### config.mk
export PLATFORM = sky130hd
export DESIGN_NAME = xor_accum_stream
export DESIGN_NICKNAME = d
export VERILOG_FILES = /design/src/rtl/xor_accum_stream.sv
export SDC_FILE = /design/constraint.sdc
export NUM_CORES = 1
export LEC_CHECK = 0
export ABC_AREA = 0
export CORE_MARGIN = 4
export CORE_UTILIZATION = 40
export CTS_CLUSTER_DIAMETER = 80
export CTS_CLUSTER_SIZE = 40
export DETAILED_ROUTE_END_ITERATION = 7
export DONT_BUFFER_PORTS = 1
export PLACE_DENSITY_LB_ADDON = 0.25
export SLEW_MARGIN = 20
export SYNTH_ARGS = -nofsm -noshare
export SYNTH_HDL_FRONTEND = slang
export SYNTH_SLANG_ARGS = --single-unit
### constraint.sdc
create_clock -name clk_in -period 2.2 [get_ports clk_in]
set_input_delay 0.33 -clock clk_in [delete_from_list [all_inputs] [get_ports clk_in]]
set_output_delay 0.33 -clock clk_in [all_outputs]
set_load 0.005 [all_outputs]
### src/rtl/xor_accum_stream.sv
// xor_accum_stream: folds LANES lane words per beat by XOR, XOR-accumulates
// the folded words across a frame, and returns the checksum and a saturating
// beat count on a valid/ready result handshake.
// Optional build macro XOR_ACCUM_STREAM_CHECK_EN adds expect_in/err_out, which
// compare the final checksum against an expected value.
module xor_accum_stream #(
    parameter int unsigned WIDTH = 8,
    parameter int unsigned LANES = 2,
    parameter int unsigned CNT_W = 8
) (
    input  logic                     clk_in,
    input  logic                     rst_n_in,
    input  logic [LANES*WIDTH-1:0]   data_in,
    input  logic                     valid_in,
    input  logic                     last_in,
    output logic                     ready_out,
    output logic [WIDTH-1:0]         sum_out,
    output logic [CNT_W-1:0]         count_out,
    output logic                     ovf_out,
    output logic                     valid_out,
    input  logic                     ready_in
`ifdef XOR_ACCUM_STREAM_CHECK_EN
    ,
    input  logic [WIDTH-1:0]         expect_in,
    output logic                     err_out
`endif
);

    localparam logic [CNT_W-1:0] CNT_MAX = '1;
    localparam logic [CNT_W-1:0] CNT_ONE = CNT_W'(1);

    typedef enum logic [1:0] {
        IDLE  = 2'd0,
        ACCUM = 2'd1,
        HOLD  = 2'd2
    } state_t;

    state_t           state;
    logic [WIDTH-1:0] acc;
    logic [CNT_W-1:0] cnt;
    logic             ovf;

    logic [WIDTH-1:0] fold;
    logic [WIDTH-1:0] acc_fold;
    logic [CNT_W-1:0] cnt_inc;
    logic             ovf_inc;
    logic             accept;

    // XOR all lane words of the current beat together
    always_comb begin
        fold = '0;
        for (int k = 0; k < int'(LANES); k++) begin
            fold = fold ^ data_in[k*WIDTH +: WIDTH];
        end
    end

    // Saturating count step; a beat past the ceiling sets the sticky overflow
    always_comb begin
        acc_fold = acc ^ fold;
        cnt_inc  = (cnt == CNT_MAX) ? cnt : cnt + CNT_ONE;
        ovf_inc  = ovf | (cnt == CNT_MAX);
    end

    // Input is refused only while a result waits for downstream
    assign ready_out = (state != HOLD);
    assign accept    = valid_in & ready_out;

    // Frame FSM with accumulator, counter and registered result outputs
    always_ff @(posedge clk_in or negedge rst_n_in) begin
        if (!rst_n_in) begin
            state     <= IDLE;
            acc       <= '0;
            cnt       <= '0;
            ovf       <= 1'b0;
            sum_out   <= '0;
            count_out <= '0;
            ovf_out   <= 1'b0;
            valid_out <= 1'b0;
`ifdef XOR_ACCUM_STREAM_CHECK_EN
            err_out   <= 1'b0;
`endif
        end else begin
            case (state)
                IDLE: begin
                    if (accept) begin
                        if (last_in) begin
                            sum_out   <= fold;
                            count_out <= CNT_ONE;
                            ovf_out   <= 1'b0;
                            valid_out <= 1'b1;
`ifdef XOR_ACCUM_STREAM_CHECK_EN
                            err_out   <= (fold != expect_in);
`endif
                            state     <= HOLD;
                        end else begin
                            acc   <= fold;
                            cnt   <= CNT_ONE;
                            ovf   <= 1'b0;
                            state <= ACCUM;
                        end
                    end
                end
                ACCUM: begin
                    if (accept) begin
                        if (last_in) begin
                            sum_out   <= acc_fold;
                            count_out <= cnt_inc;
                            ovf_out   <= ovf_inc;
                            valid_out <= 1'b1;
`ifdef XOR_ACCUM_STREAM_CHECK_EN
                            err_out   <= (acc_fold != expect_in);
`endif
                            state     <= HOLD;
                        end else begin
                            acc <= acc_fold;
                            cnt <= cnt_inc;
                            ovf <= ovf_inc;
                        end
                    end
                end
                HOLD: begin
                    if (ready_in) begin
                        valid_out <= 1'b0;
                        ovf_out   <= 1'b0;
`ifdef XOR_ACCUM_STREAM_CHECK_EN
                        err_out   <= 1'b0;
`endif
                        acc       <= '0;
                        cnt       <= '0;
                        ovf       <= 1'b0;
                        state     <= IDLE;
                    end
                end
                default: begin
                    state <= IDLE;
                end
            endcase
        end
    end

endmodule

Word level (Yosys, flattened, before mapping)
Cells that the tools add are included.
Operators by class
  bitwise gates (word level): 4
  add/subtract/negate cells: 1
  reductions and logical operators: 10
  multiplexer cells: 42
  eq/ne operators: 13
Operators with widths (number)
  2-to-1 mux 8 bit: 18
  case mux 8 bit (3 select lines): 2
  case mux 8 bit (2 select lines): 2
  != test 2 bit (second input constant): 8
  XOR 8 bit: 2
  AND reduction 6 bit: 2
  2-to-1 mux 1 bit: 11
  2-to-1 mux 2 bit: 5
  adder 8 x 1 -> 8 bit (second input constant): 1
  equality test 8 bit (second input constant): 1
  AND reduction 4 bit: 2
  case mux 1 bit (3 select lines): 2
  case mux 2 bit (3 select lines): 1
  AND reduction 5 bit: 1
  != test 2 x 1 -> 1 bit (second input constant): 2
  nonzero test 2 bit: 2
  nonzero test 3 bit: 1
  equality test 2 x 1 -> 1 bit (second input constant): 1
  equality test 2 bit (second input constant): 1
  zero test 2 bit: 1
  case mux 1 bit (2 select lines): 1
  OR reduction 2 bit: 1
  bitwise AND 1 bit: 1
  OR 1 bit: 1
Word-level totals
  bits in registers: 37
  logic and storage cells: 78
  bits of input ports: 21
  output and inout bits: 19

Logic depth before layout (Yosys ltp)
Gate-level depths: netlist of run 1.
  depth after elaboration: 5
  gate-level depth with buffers: 8
  gate-level depth less buffers: 6

Least setup slack after synthesis of run 1
Ideal clock, no wire load.
  path kind: flip-flop to flip-flop
  start point: register state[1]
  end point: register acc[7]
  stages on the path, launching flop included: 8
  data arrival time: 1808 ps
  setup time: 71 ps
  required time: 2129 ps
  period minus slack after synthesis: 1878 ps
  slack: 322 ps
  path buffers: 1
  path through: dfrtp_1 inv_1 ha_1 or2_4 a211o_1 buf_4 a2111o_1 nand4_1
Between the ends
  word-level cells in the longest chain between the ends: 4
  elaborated cells on any way between the ends: 13
  those cells by class: 8 x eq/ne; 1 x mux; 1 x bitwise; 3 x reduce/logical
Ends and longest elaborated chain
  from (decl): RTL line 38  | state_t state;
  from (signal assigned): RTL line 71  | state <= IDLE;
  from (signal assigned): RTL line 94  | state <= HOLD;
  from (signal assigned): RTL line 99  | state <= ACCUM;
  != test 2 bit: RTL line 65  | assign ready_out = (state != HOLD);
  bitwise AND 1 bit: RTL line 66  | assign accept = valid_in & ready_out;
  != test 2 bit (no line)
  AND reduction 6 bit (no line)
  to (signal assigned): RTL line 96  | acc <= fold;
  to (signal assigned): RTL line 115  | acc <= acc_fold;
  to (decl): RTL line 39  | logic [WIDTH-1:0] acc;
Parallel ways exist; a longest one is shown, timed or not.
A chain may end at the register's enable or synchronous reset.

Worst setup path in the final report of run 1
  start point: register state[0]
  end point: register acc[7]
Same word-level chain as after synthesis.

==> results of run 1 <==
-- layout by cell type (no fill, tap or decap), types with 2 or more instances in the layout --
cell,netlist,routed
a211o_1,10,9
clkbuf_8,0,6
a2111o_1,8,8
nand2b_1,3,3
o22a_1,7,7
a21o_1,2,2
o21ai_0,17,17
nand3_1,25,25
a31oi_1,4,4
and3_1,3,3
a21boi_0,2,2
a21oi_1,5,5
nand2_1,28,28
inv_1,6,6
dfrtp_1,37,37
buf_4,1,5
nand4_1,10,10
mux2i_1,2,2
nor2_1,6,6
xnor2_1,17,17
o31ai_1,6,6
buf_12,0,3
ha_1,5,5
and2_1,2,2
-- sequential cells by signal (all words and copies together) (netlist names) --
signal / cells
state: 2
acc: 8
cnt: 8
sum_out: 8
valid_out: 1
ovf_out: 1
count_out: 8
ovf: 1
-- where the power goes --
part	leakage, nW	internal [mW]	total [mW]	switching, mW
combinational	0.495	0.549	1.30	0.755
clock	0.0512	0.254	0.515	0.260
sequential	0.478	0.880	1.06	0.183
-- worst max-delay path by stage --
stage / from / to / slack [ns] / cells past startpoint
CTS: state[0]$_DFFE_PN0P_ / acc[1]$_DFFE_PN0P_ / 0.02 / 7
floorplan: state[1]$_DFFE_PN0P_ / acc[7]$_DFFE_PN0P_ / 0.32 / 7
finish: state[0]$_DFFE_PN0P_ / acc[7]$_DFFE_PN0P_ / 0.12 / 7
global route: state[0]$_DFFE_PN0P_ / sum_out[2]$_DFFE_PN0P_ / -0.005 / 7
global placement: state[0]$_DFFE_PN0P_ / acc[4]$_DFFE_PN0P_ / 0.13 / 7
detailed placement: state[0]$_DFFE_PN0P_ / acc[3]$_DFFE_PN0P_ / 0.05 / 7
-- cell type report --
cell class	instances	share of cell area (%)
clock inverters	2	0.560
flip-flops and latches	37	37.7
repair buffers	9	4.38
multi-input cells	181	49.5
inverters	6	0.916
clock buffers	6	3.36
well taps	70	3.56
-- through the flow --
step / instance area (µm²) / TNS [ns] / power, mW / std cells
2_1_floorplan: 2230 / 0 / 2.01 / 242
3_3_place_gp: 2310 / 0 / 2.32 / 301
3_5_place_dp: 2310 / 0 / 2.33 / 301
4_1_cts: 2440 / 0 / 2.88 / 311
5_1_grt: 2460 / -0.00862 / 3.15 / 311
6_report: 2460 / 0 / 2.88 / 311
-- kinds of logic (layout without fill, tap and decap cells) --
| family | Yosys count | after routing | synth area share (%) |
|---|---|---|---|
| mux | 2 | 2 | 0.899 |
| compound gates | 71 | 71 | 23.9 |
| flops | 37 | 37 | 41.6 |
| fa+ha+maj | 5 | 5 | 2.81 |
| buf+inv | 24 | 23 | 4.50 |
| simple gates | 85 | 85 | 19.2 |
| xor+xnor | 18 | 18 | 7.08 |
-- critical path, cell delays in order (launching register included) --
cell      delay [ns]
dfrtp_1         0.39
inv_1           0.08
ha_1            0.26
or2_4           0.28
a211o_4         0.39
buf_12          0.18
a2111o_1        0.36
nand4_1         0.07
-- per-layer routing --
metal  share of wire, %  up-vias
met5                  0        -
met4               0.36        0
met3                7.3        2
met2                 42       61
met1                 50      818
li1                   -      902
-- repair_timing --
action	CTS	global route
endpoints found under the setup margin	0	15
hold endpoints to repair	37	0
hold buffers	2	0
resized for setup	0	4
==> key figures, run 1 <==
Outcome
  – Run status: finished, final reports clean

Synth
  – FFs w/ async S/R, synth: 100%
  – Register bit total from synthesis: 37
  – Top post-synthesis cells by count: dfrtp_1, nand2_1, nand3_1
  – Post-synthesis sequential area ratio: 41.6%
  – Synth cell types: 44
  – Warning count from the yosys run: 0
  – Dominant synthesized flop cell: dfrtp_1
  – Post-Syn Area: 0.00223 mm²
  – Cell with the most instances after synthesis: dfrtp_1
  – Yosys top cell area share: about 42%
  – Syn_nets: 268
  – Largest area contributor in the synthesized netlist: dfrtp_1
  – Post-synth EDFFs: 0
  – Post-synthesis cell count: 242
  – Syn_area_per_cell: 9.20 µm²
  – Synth top area cells: dfrtp_1, xnor2_1, nand3_1

Pwr
  – LEAKAGE: about 1.0 nW
  – Power per Cell Area: 1170 mW/mm²
  – Worst vdd ir: 0.734 mV

Worst setup path
  – RR Startpoint: state[0]$_DFFE_PN0P_
  – Crit start category: flip-flop
  – Worst reg2reg setup slack: 0.12 ns
  – Crit-path max FO: 24
  – Crit path required time: 2.43 ns
  – R2r endpoint: acc[7]$_DFFE_PN0P_
  – Crit path arrival time: 2.31 ns
  – Critical path class: reg -> reg
  – Worst reg2reg path depth: 7
  – CP Capture Type: flip-flop

Routing
  – Final wirelength: 5.03 mm
  – Vias: about 1800
  – Initial drt markers: 218
  – Via density: ~5.7
  – Antenna Violating Nets Remaining: 0
  – Post-route DRC violation count: 0
  – DRT Pass-1 Iters: 4
  – Routed wire per std cell: 16.2 µm

STA
  – Maximum clock rate: a little under 500 MHz
  – Slew Viols, Final: 0
  – Slew HR: between 60 and 70%
  – Setup Viol. Count Final: 0
  – Fin Hold WS: 0.268 ns
  – Final Hold Fails: 0
  – Tmin final: between 2 and 2.5 ns
  – Unrepaired setup endpoints after global routing: true
  – Worst-Margin Slew: 0.447 ns
  – Worst Skew: 0.00482 ns
  – Final worst slack: roughly 0.12 ns
  – Final period utilization: a little over nine tenths

Clock network
  – Post-CTS setup buffers: 0
  – Root Buffer Master: clkbuf_8
  – # H-tree levels: 2
  – CTS tree: done
  – Clk Latency, worst-skew pair: 0.29 ns
  – Clk buf depth: 2
  – CTS Buf Count: 5
  – Clock slew at reported path FFs: 0.08 ns
  – TritonCTS Sinks: 37

GRT
  – Met2 Use GR: a little under a quarter
  – Pin count of the biggest net entering global routing: 38
  – Global route overflow: 0
  – Initial antenna violation count: 0
  – First-pass GRT wire length: between 8 and 9 mm
  – Busiest grt layer: met1
  – Total track usage: 16.0%
  – Vias in the first global route: around 1700
  – Grt met1 use: between 20 and 25%
  – GR Layer Usage met3: approximately 4.4%

Floorplan
  – Cell row count: 26
  – Die X-Extent: approximately 83 µm
  – Die area: 0.00682 mm²
  – Boundary Pins: 40
  – Core Region: about 0.0052 mm²
  – Initial Util: between 40% and 50%
  – Die Span Y: 82.6 µm

Final layout
  – Core Util, Final: 46.9%
  – Syn-to-layout area delta: 10.4%
  – Fillers: ~510
  – Multi-input gate area: 0.00122 mm²
  – Diode count: 0
  – Sequential cell area: 926 µm²
  – Fin nets: roughly 270
  – Layout cells sized above 1: under 10%

Min path
  – Worst Hold Launch: last_in
  – Hold Path Depth: 2
  – Worst hold endpoint: valid_out$_DFFE_PN0P_
  – Hold crit path type: in -> reg

Placement
  – DPL Wire Length: ~3.5 mm
  – Post-Place Worst Slack: around 0.054 ns
  – Port Buffers: 0
  – Global placement routability congestion: 0.878

Flow run
  – Max cap viols: 0
Power figures use the tool's default switching activity.
==> run 2, diff against run 1 <==
--- a/config.mk
+++ b/config.mk
@@ -7,13 +7,12 @@
 export LEC_CHECK = 0
 export ABC_AREA = 0
 export CORE_MARGIN = 4
-export CORE_UTILIZATION = 40
+export CORE_UTILIZATION = 45
 export CTS_CLUSTER_DIAMETER = 80
 export CTS_CLUSTER_SIZE = 40
 export DETAILED_ROUTE_END_ITERATION = 7
 export DONT_BUFFER_PORTS = 1
 export PLACE_DENSITY_LB_ADDON = 0.25
-export SLEW_MARGIN = 20
 export SYNTH_ARGS = -nofsm -noshare
 export SYNTH_HDL_FRONTEND = slang
 export SYNTH_SLANG_ARGS = --single-unit
==> run 2 against run 1 <==
Critical path depth did not move. Final area up 0.15%. Final cell count decreased by 0.64%. Via count is 1.2% higher.
==> key figures, run 2 (synthesis gave the netlist of run 1 again) <==
Outcome
  – Run status: finished, final reports clean (unchanged)

Floorplan
  – Initial Util: 46.8% (was 42.5%)
  – Boundary Pins: 40 (unchanged)
  – Die X-Extent: 78.3 µm (was 82.6 µm)
  – Core Region: 0.00475 mm² (was 0.00524 mm²)
  – Die area: 0.00614 mm² (was 0.00682 mm²)
  – Die Span Y: 78.3 µm (was 82.6 µm)
  – Cell row count: 25 (was 26)

GRT
  – Initial antenna violation count: 0 (unchanged)
  – Total track usage: 17.3% (was 16.0%)
  – First-pass GRT wire length: 8.39 mm (was 8.46 mm)
  – Pin count of the biggest net entering global routing: 38 (unchanged)
  – Vias in the first global route: 1706 (was 1733)
  – Global route overflow: 0 (unchanged)

STA
  – Unrepaired setup endpoints after global routing: false (was true)
  – Setup TNS: 0 ns (unchanged)
  – Fin Hold WS: 0.265 ns (was 0.268 ns)
  – Tmin final: 2.04 ns (was 2.08 ns)
  – Setup Viol. Count Final: 0 (unchanged)
  – Final Hold Fails: 0 (unchanged)
  – Worst Skew: 0.00808 ns (was 0.00482 ns)
  – Slew HR: 70.0% (was 69.8%)
  – Slew Viols, Final: 0 (unchanged)
  – Worst-Margin Slew: 0.443 ns (was 0.447 ns)
  – Final period utilization: 92.9% (was 94.5%)
  – Maximum clock rate: 489 MHz (was 481 MHz)

Final layout
  – Fillers: 452 (was 511)
  – Commonest cells after routing, fill and taps aside: dfrtp_1, nand2_1, nand3_1 (unchanged)
  – Most common cell after layout, fill and taps aside: dfrtp_1 (unchanged)
  – Syn-to-layout area delta: 10.6% (was 10.4%)
  – Core Util, Final: 51.8% (was 46.9%)
  – Post-route cell area: 0.00246 mm² (about the same)
  – Diode count: 0 (unchanged)
  – Fin nets: 267 (was 266)
  – Layout cells sized above 1: 8.26% (was 8.71%)

Pwr
  – Total Power: 3.03 mW (was 2.88 mW)
  – LEAKAGE: 1.03 nW (was 1.02 nW)
  – Power per Cell Area: 1230 mW/mm² (was 1170 mW/mm²)
  – Worst vdd ir: 0.758 mV (was 0.734 mV)

Worst setup path
  – Worst path max stage delay: 0.40 ns (was 0.39 ns)
  – RR Startpoint: state[0]$_DFFE_PN0P_ (unchanged)
  – Crit path required time: 2.42 ns (was 2.43 ns)
  – Critical path class: reg -> reg (unchanged)
  – Worst reg2reg setup slack: 0.16 ns (was 0.12 ns)
  – Crit-path cells: inv_1, ha_1, or2_4, a211o_1, buf_4, a2111o_1, nand4_1 (was inv_1, ha_1, or2_4, a211o_4, buf_12, a2111o_1, nand4_1)
  – Critical path's slowest cell: dfrtp_1 (unchanged)
  – R2r endpoint: acc[1]$_DFFE_PN0P_ (was acc[7]$_DFFE_PN0P_)
  – Crit path from: state[0]$_DFFE_PN0P_ (unchanged)
  – Worst reg2reg path depth: 7 (unchanged)
  – CP Capture Type: flip-flop (unchanged)
  – Crit-path max FO: 18 (was 24)
  – Crit start category: flip-flop (unchanged)
  – Crit path arrival time: 2.27 ns (was 2.31 ns)

Routing
  – Initial drt markers: 197 (was 218)
  – DRT Pass-1 Iters: 6 (was 4)
  – Vias: 1804 (was 1783)
  – Antenna Violating Nets Remaining: 0 (unchanged)
  – Routed wire per std cell: 16.3 µm (was 16.2 µm)
  – Post-route DRC violation count: 0 (unchanged)
  – Via density: 5.84 (was 5.73)
  – Final wirelength: 5.03 mm (about the same)

Clock network
  – Clk Latency, worst-skew pair: 0.29 ns (about the same)
  – Clk buf depth: 2 (unchanged)
  – CTS Buf Count: 5 (unchanged)
  – Clock slew at reported path FFs: 0.07 ns (was 0.08 ns)
  – Root Buffer Master: clkbuf_8 (unchanged)
  – Post-CTS setup buffers: 0 (unchanged)
  – # H-tree levels: 2 (unchanged)
  – TritonCTS Sinks: 37 (unchanged)
  – CTS tree: done (unchanged)

Placement
  – DPL Wire Length: 3.50 mm (was 3.46 mm)
  – Placed inst area: 0.00229 mm² (was 0.00231 mm²)
  – Global placement routability congestion: 0.874 (was 0.878)
  – Port Buffers: 0 (unchanged)

Min path
  – Hold crit path type: in -> reg (unchanged)
  – Worst hold endpoint: valid_out$_DFFE_PN0P_ (unchanged)
  – Hold Path Depth: 2 (unchanged)
  – Worst Hold Launch: last_in (unchanged)

Flow run
  – Max cap viols: 0 (unchanged)
## run 2: cell types whose count changed in the layout (fill, tap and decap cells not counted)
cell	before	now
clkinv_4	1	0
or2b_4	1	0
a211o_1	9	10
or2b_1	0	1
bufinv_16	0	2
clkbuf_8	6	5
buf_4	5	8
a211o_4	1	0
buf_12	3	1
## run 2: metrics by stage
step | cells | setup slack (ns)
after global routing | 309 | 0.00571
after detailed placement | 299 | 0.168
after CTS | 309 | 0.146
after global placement | 299 | 0.212
final | 309 | 0.155
after floorplan | 242 | 0.322
## run 2: critical path: cells and delay by family (launching register included)
family	cells	cell delay, ns
AO/OA/AOI/OAI	2	0.68
adder cells (fa/ha/maj)	1	0.26
buffers and inverters	2	0.29
flip-flops	1	0.40
AND/OR/NAND/NOR	2	0.35
## run 2: how the worst max path moves through the flow
stage	to	slack (ns)	cells after the start
final	acc[1]$_DFFE_PN0P_	0.16	7
after global routing	acc[4]$_DFFE_PN0P_	0.006	7
after CTS	acc[1]$_DFFE_PN0P_	0.15	7
after detailed placement	acc[1]$_DFFE_PN0P_	0.17	7
after global placement	acc[5]$_DFFE_PN0P_	0.21	7
after floorplan	acc[7]$_DFFE_PN0P_	0.32	7
## run 2: per-layer routing
metal | GRT usage, % | part of all wire, %
met5 | 0 | 0
met3 | 5.16 | 6.1
met4 | 5.59 | 1.2
met1 | 24.2 | 49
met2 | 25.4 | 44
## run 2: layout make-up
type / count / area, µm² / share of cell area [%]
multi-input cells: 181 / 1200 / 49.0
flip-flops and latches: 37 / 926 / 37.6
repair buffers: 10 / 90.1 / 3.66
well taps: 67 / 83.8 / 3.41
clock buffers: 5 / 68.8 / 2.80
clock inverters: 3 / 65.1 / 2.64
inverters: 6 / 22.5 / 0.915
## run 2: timing repair
item	CTS	global route
hold endpoints to repair	37	0
resized for setup	0	1
hold buffers	2	0
setup endpoints to repair	0	4
## run 2: power breakdown
group          internal (mW)  leakage (nW)  switching [mW]
Clock                  0.450        0.0681           0.250
Sequential             0.880         0.478           0.185
Combinational          0.499         0.485           0.761
Total                   1.83          1.03            1.20
==> run 3, diff against run 2 <==
--- a/config.mk
+++ b/config.mk
@@ -7,7 +7,7 @@
 export LEC_CHECK = 0
 export ABC_AREA = 0
 export CORE_MARGIN = 4
-export CORE_UTILIZATION = 45
+export CORE_UTILIZATION = 50
 export CTS_CLUSTER_DIAMETER = 80
 export CTS_CLUSTER_SIZE = 40
 export DETAILED_ROUTE_END_ITERATION = 7
==> run 3 against run 2 <==
Hold slack improved by 0.0049 ns. Power is 5.1% lower. Combinational power is 3% higher. Global-route usage increased by 0.21 points. Non-clock buffer count unchanged. Maximum frequency shrank 0.73%. Sequential share of layout area is 0.58 points higher. Count of clock-buffer cells in the layout rose by 2. Core utilization increased by 4.3 points. Sequential power hardly changed.
==> key figures, run 3 (synthesis gave the netlist of run 1 again) <==
Routing
  – Final wirelength: 4.83 mm (was 5.03 mm)
  – Vias: 1808 (was 1804)
  – Routed wire per std cell: 16.4 µm (was 16.3 µm)
  – Via density: 6.15 (was 5.84)
  – Antenna Violating Nets Remaining: 0 (unchanged)
  – Post-route DRC violation count: 0 (unchanged)
  – DRT Pass-1 Iters: 4 (was 6)
  – Initial drt markers: 163 (was 197)

Worst setup path
  – Crit-path cells: inv_1, ha_1, or2_4, a211o_2, buf_12, a2111o_1, nand4_1 (was inv_1, ha_1, or2_4, a211o_1, buf_4, a2111o_1, nand4_1)
  – Crit path required time: 2.42 ns (about the same)
  – Critical path class: reg -> reg (unchanged)
  – CP Capture Type: flip-flop (unchanged)
  – Worst path max stage delay: 0.39 ns (was 0.40 ns)
  – Crit path arrival time: 2.28 ns (was 2.27 ns)
  – Crit start category: flip-flop (unchanged)
  – Crit-path max FO: 25 (was 18)
  – Critical path's slowest cell: a211o_2 (was dfrtp_1)

Final layout
  – Commonest cells after routing, fill and taps aside: dfrtp_1, nand2_1, nand3_1 (unchanged)
  – Diode count: 0 (unchanged)
  – Syn-to-layout area delta: 8.88% (was 10.6%)
  – Layout cells sized above 1: 8.68% (was 8.26%)
  – Fin nets: 267 (unchanged)
  – Fillers: 399 (was 452)
  – Layout Cells excl Fill: 294 (was 309)
  – Most common cell after layout, fill and taps aside: dfrtp_1 (unchanged)

GRT
  – Total track usage: 17.5% (was 17.3%)
  – Initial antenna violation count: 0 (unchanged)
  – Pin count of the biggest net entering global routing: 38 (unchanged)
  – Vias in the first global route: 1625 (was 1706)
  – First-pass GRT wire length: 7.57 mm (was 8.39 mm)
  – Global route overflow: 0 (unchanged)

STA
  – Worst Skew: 0.00924 ns (was 0.00808 ns)
  – Worst-Margin Slew: 0.415 ns (was 0.443 ns)
  – Slew Viols, Final: 0 (unchanged)
  – Maximum clock rate: 485 MHz (was 489 MHz)
  – Final Hold Fails: 0 (unchanged)
  – Setup TNS: 0 ns (unchanged)
  – Tmin final: 2.06 ns (was 2.04 ns)
  – Unrepaired setup endpoints after global routing: false (unchanged)
  – Slew HR: 72.0% (was 70.0%)
  – Setup Viol. Count Final: 0 (unchanged)
  – Final period utilization: 93.6% (was 92.9%)

Pwr
  – Power per Cell Area: 1190 mW/mm² (was 1230 mW/mm²)
  – LEAKAGE: 1.02 nW (was 1.03 nW)
  – Worst vdd ir: 0.753 mV (was 0.758 mV)

Floorplan
  – Core Region: 0.00432 mm² (was 0.00475 mm²)
  – Die Span Y: 74.7 µm (was 78.3 µm)
  – Die area: 0.00558 mm² (was 0.00614 mm²)
  – Die X-Extent: 74.7 µm (was 78.3 µm)
  – Cell row count: 24 (was 25)
  – Boundary Pins: 40 (unchanged)
  – Initial Util: 51.5% (was 46.8%)

Outcome
  – Run status: finished, final reports clean (unchanged)

Clock network
  – TritonCTS Sinks: 37 (unchanged)
  – Clock slew at reported path FFs: 0.08 ns (was 0.07 ns)
  – CTS tree: done (unchanged)
  – Root Buffer Master: clkbuf_8 (unchanged)
  – # H-tree levels: 2 (unchanged)
  – CTS Buf Count: 5 (unchanged)
  – Clk Latency, worst-skew pair: 0.28 ns (was 0.29 ns)
  – Clk buf depth: 2 (unchanged)

Placement
  – Global placement routability congestion: 0.927 (was 0.874)
  – DPL Wire Length: 3.33 mm (was 3.50 mm)
  – Placed instance count: 283 (was 299)
  – Port Buffers: 0 (unchanged)

Flow run
  – Max cap viols: 0 (unchanged)

Min path
  – Hold crit path type: in -> reg (unchanged)
-- run 3: cell types whose count changed in the layout (fill, tap and decap cells not counted), sizes merged --
cell | before | now
clkbuf | 5 | 7
bufinv | 2 | 0
-- run 3: where the power goes --
group | internal [mW] | leakage, nW | switching, mW
Combinational | 0.534 | 0.489 | 0.768
Clock | 0.283 | 0.0542 | 0.238
Sequential | 0.880 | 0.478 | 0.169
Total | 1.70 | 1.02 | 1.17
-- run 3: path summary, 6_finish.rpt --
| path | startpoint | end | slack (ns) | cells past startpoint |
|---|---|---|---|---|
| max | state[0]$_DFFE_PN0P_ | acc[6]$_DFFE_PN0P_ | 0.14 | 7 |
| min | last_in | valid_out$_DFFE_PN0P_ | 0.27 | 2 |
| max reg2reg | state[0]$_DFFE_PN0P_ | acc[6]$_DFFE_PN0P_ | 0.14 | 7 |
| min reg2reg | ovf$_DFFE_PN0P_ | ovf$_DFFE_PN0P_ | 0.50 | 1 |
| max in group asynchronous | rst_n_in | cnt[7]$_DFFE_PN0P_ | 1.47 | 2 |
| min in group asynchronous | rst_n_in | cnt[2]$_DFFE_PN0P_ | 0.54 | 2 |
-- run 3: timing repair --
item                                    in CTS  in global routing
endpoints found under the setup margin       0                  8
hold buffers                                 2                  0
gates resized for setup                      0                  2
hold endpoints to repair                    37                  0
setup buffers                                0                  1
-- run 3: layer usage --
layer / global-route usage, % / share of wire, % / vias up / wire length, µm
met2: 25.0 / 42 / 62 / 2050
met3: 4.27 / 7.5 / 6 / 360
met1: 26.8 / 49 / 844 / 2370
met5: 0 / 0 / - / 0
met4: 3.56 / 1.1 / 0 / 51
li1: - / - / 896 / -
-- run 3: area by class of cell --
class | count | area [µm²] | area share (%)
inverter | 6 | 22.5 | 0.929
tap | 52 | 65.1 | 2.68
sequential | 37 | 926 | 38.2
clock buffer | 7 | 96.3 | 3.98
multi-input combinational | 181 | 1210 | 49.8
timing repair buffer | 10 | 103 | 4.23
clock inverter | 1 | 5.00 | 0.207
-- run 3: critical path, delay by kind of cell, from the launching register on --
| family | cells | cell delay, ns |
|---|---|---|
| buffers and inverters | 2 | 0.26 |
| adders and majority gates | 1 | 0.26 |
| AOI/OAI and AO/OA | 2 | 0.74 |
| and+or+nand+nor | 2 | 0.34 |
| DFF | 1 | 0.38 |
-- run 3: metrics by stage --
| stage | instance area [µm²] | total power [mW] | util (%) | worst slack (ns) | hold slack [ns] |
|---|---|---|---|---|---|
| CTS | 2410 | 2.87 | 55.7 | 0.0902 | 0.271 |
| finish | 2420 | 2.87 | 56.0 | 0.140 | 0.270 |
| detailed placement | 2280 | 2.33 | 52.7 | 0.108 | 0.0351 |
| floorplan | 2230 | 2.01 | - | 0.322 | 0.0344 |
| global placement | 2280 | 2.30 | 52.7 | 0.175 | 0.0354 |
| global route | 2420 | 3.10 | 56.0 | 0.0239 | 0.313 |
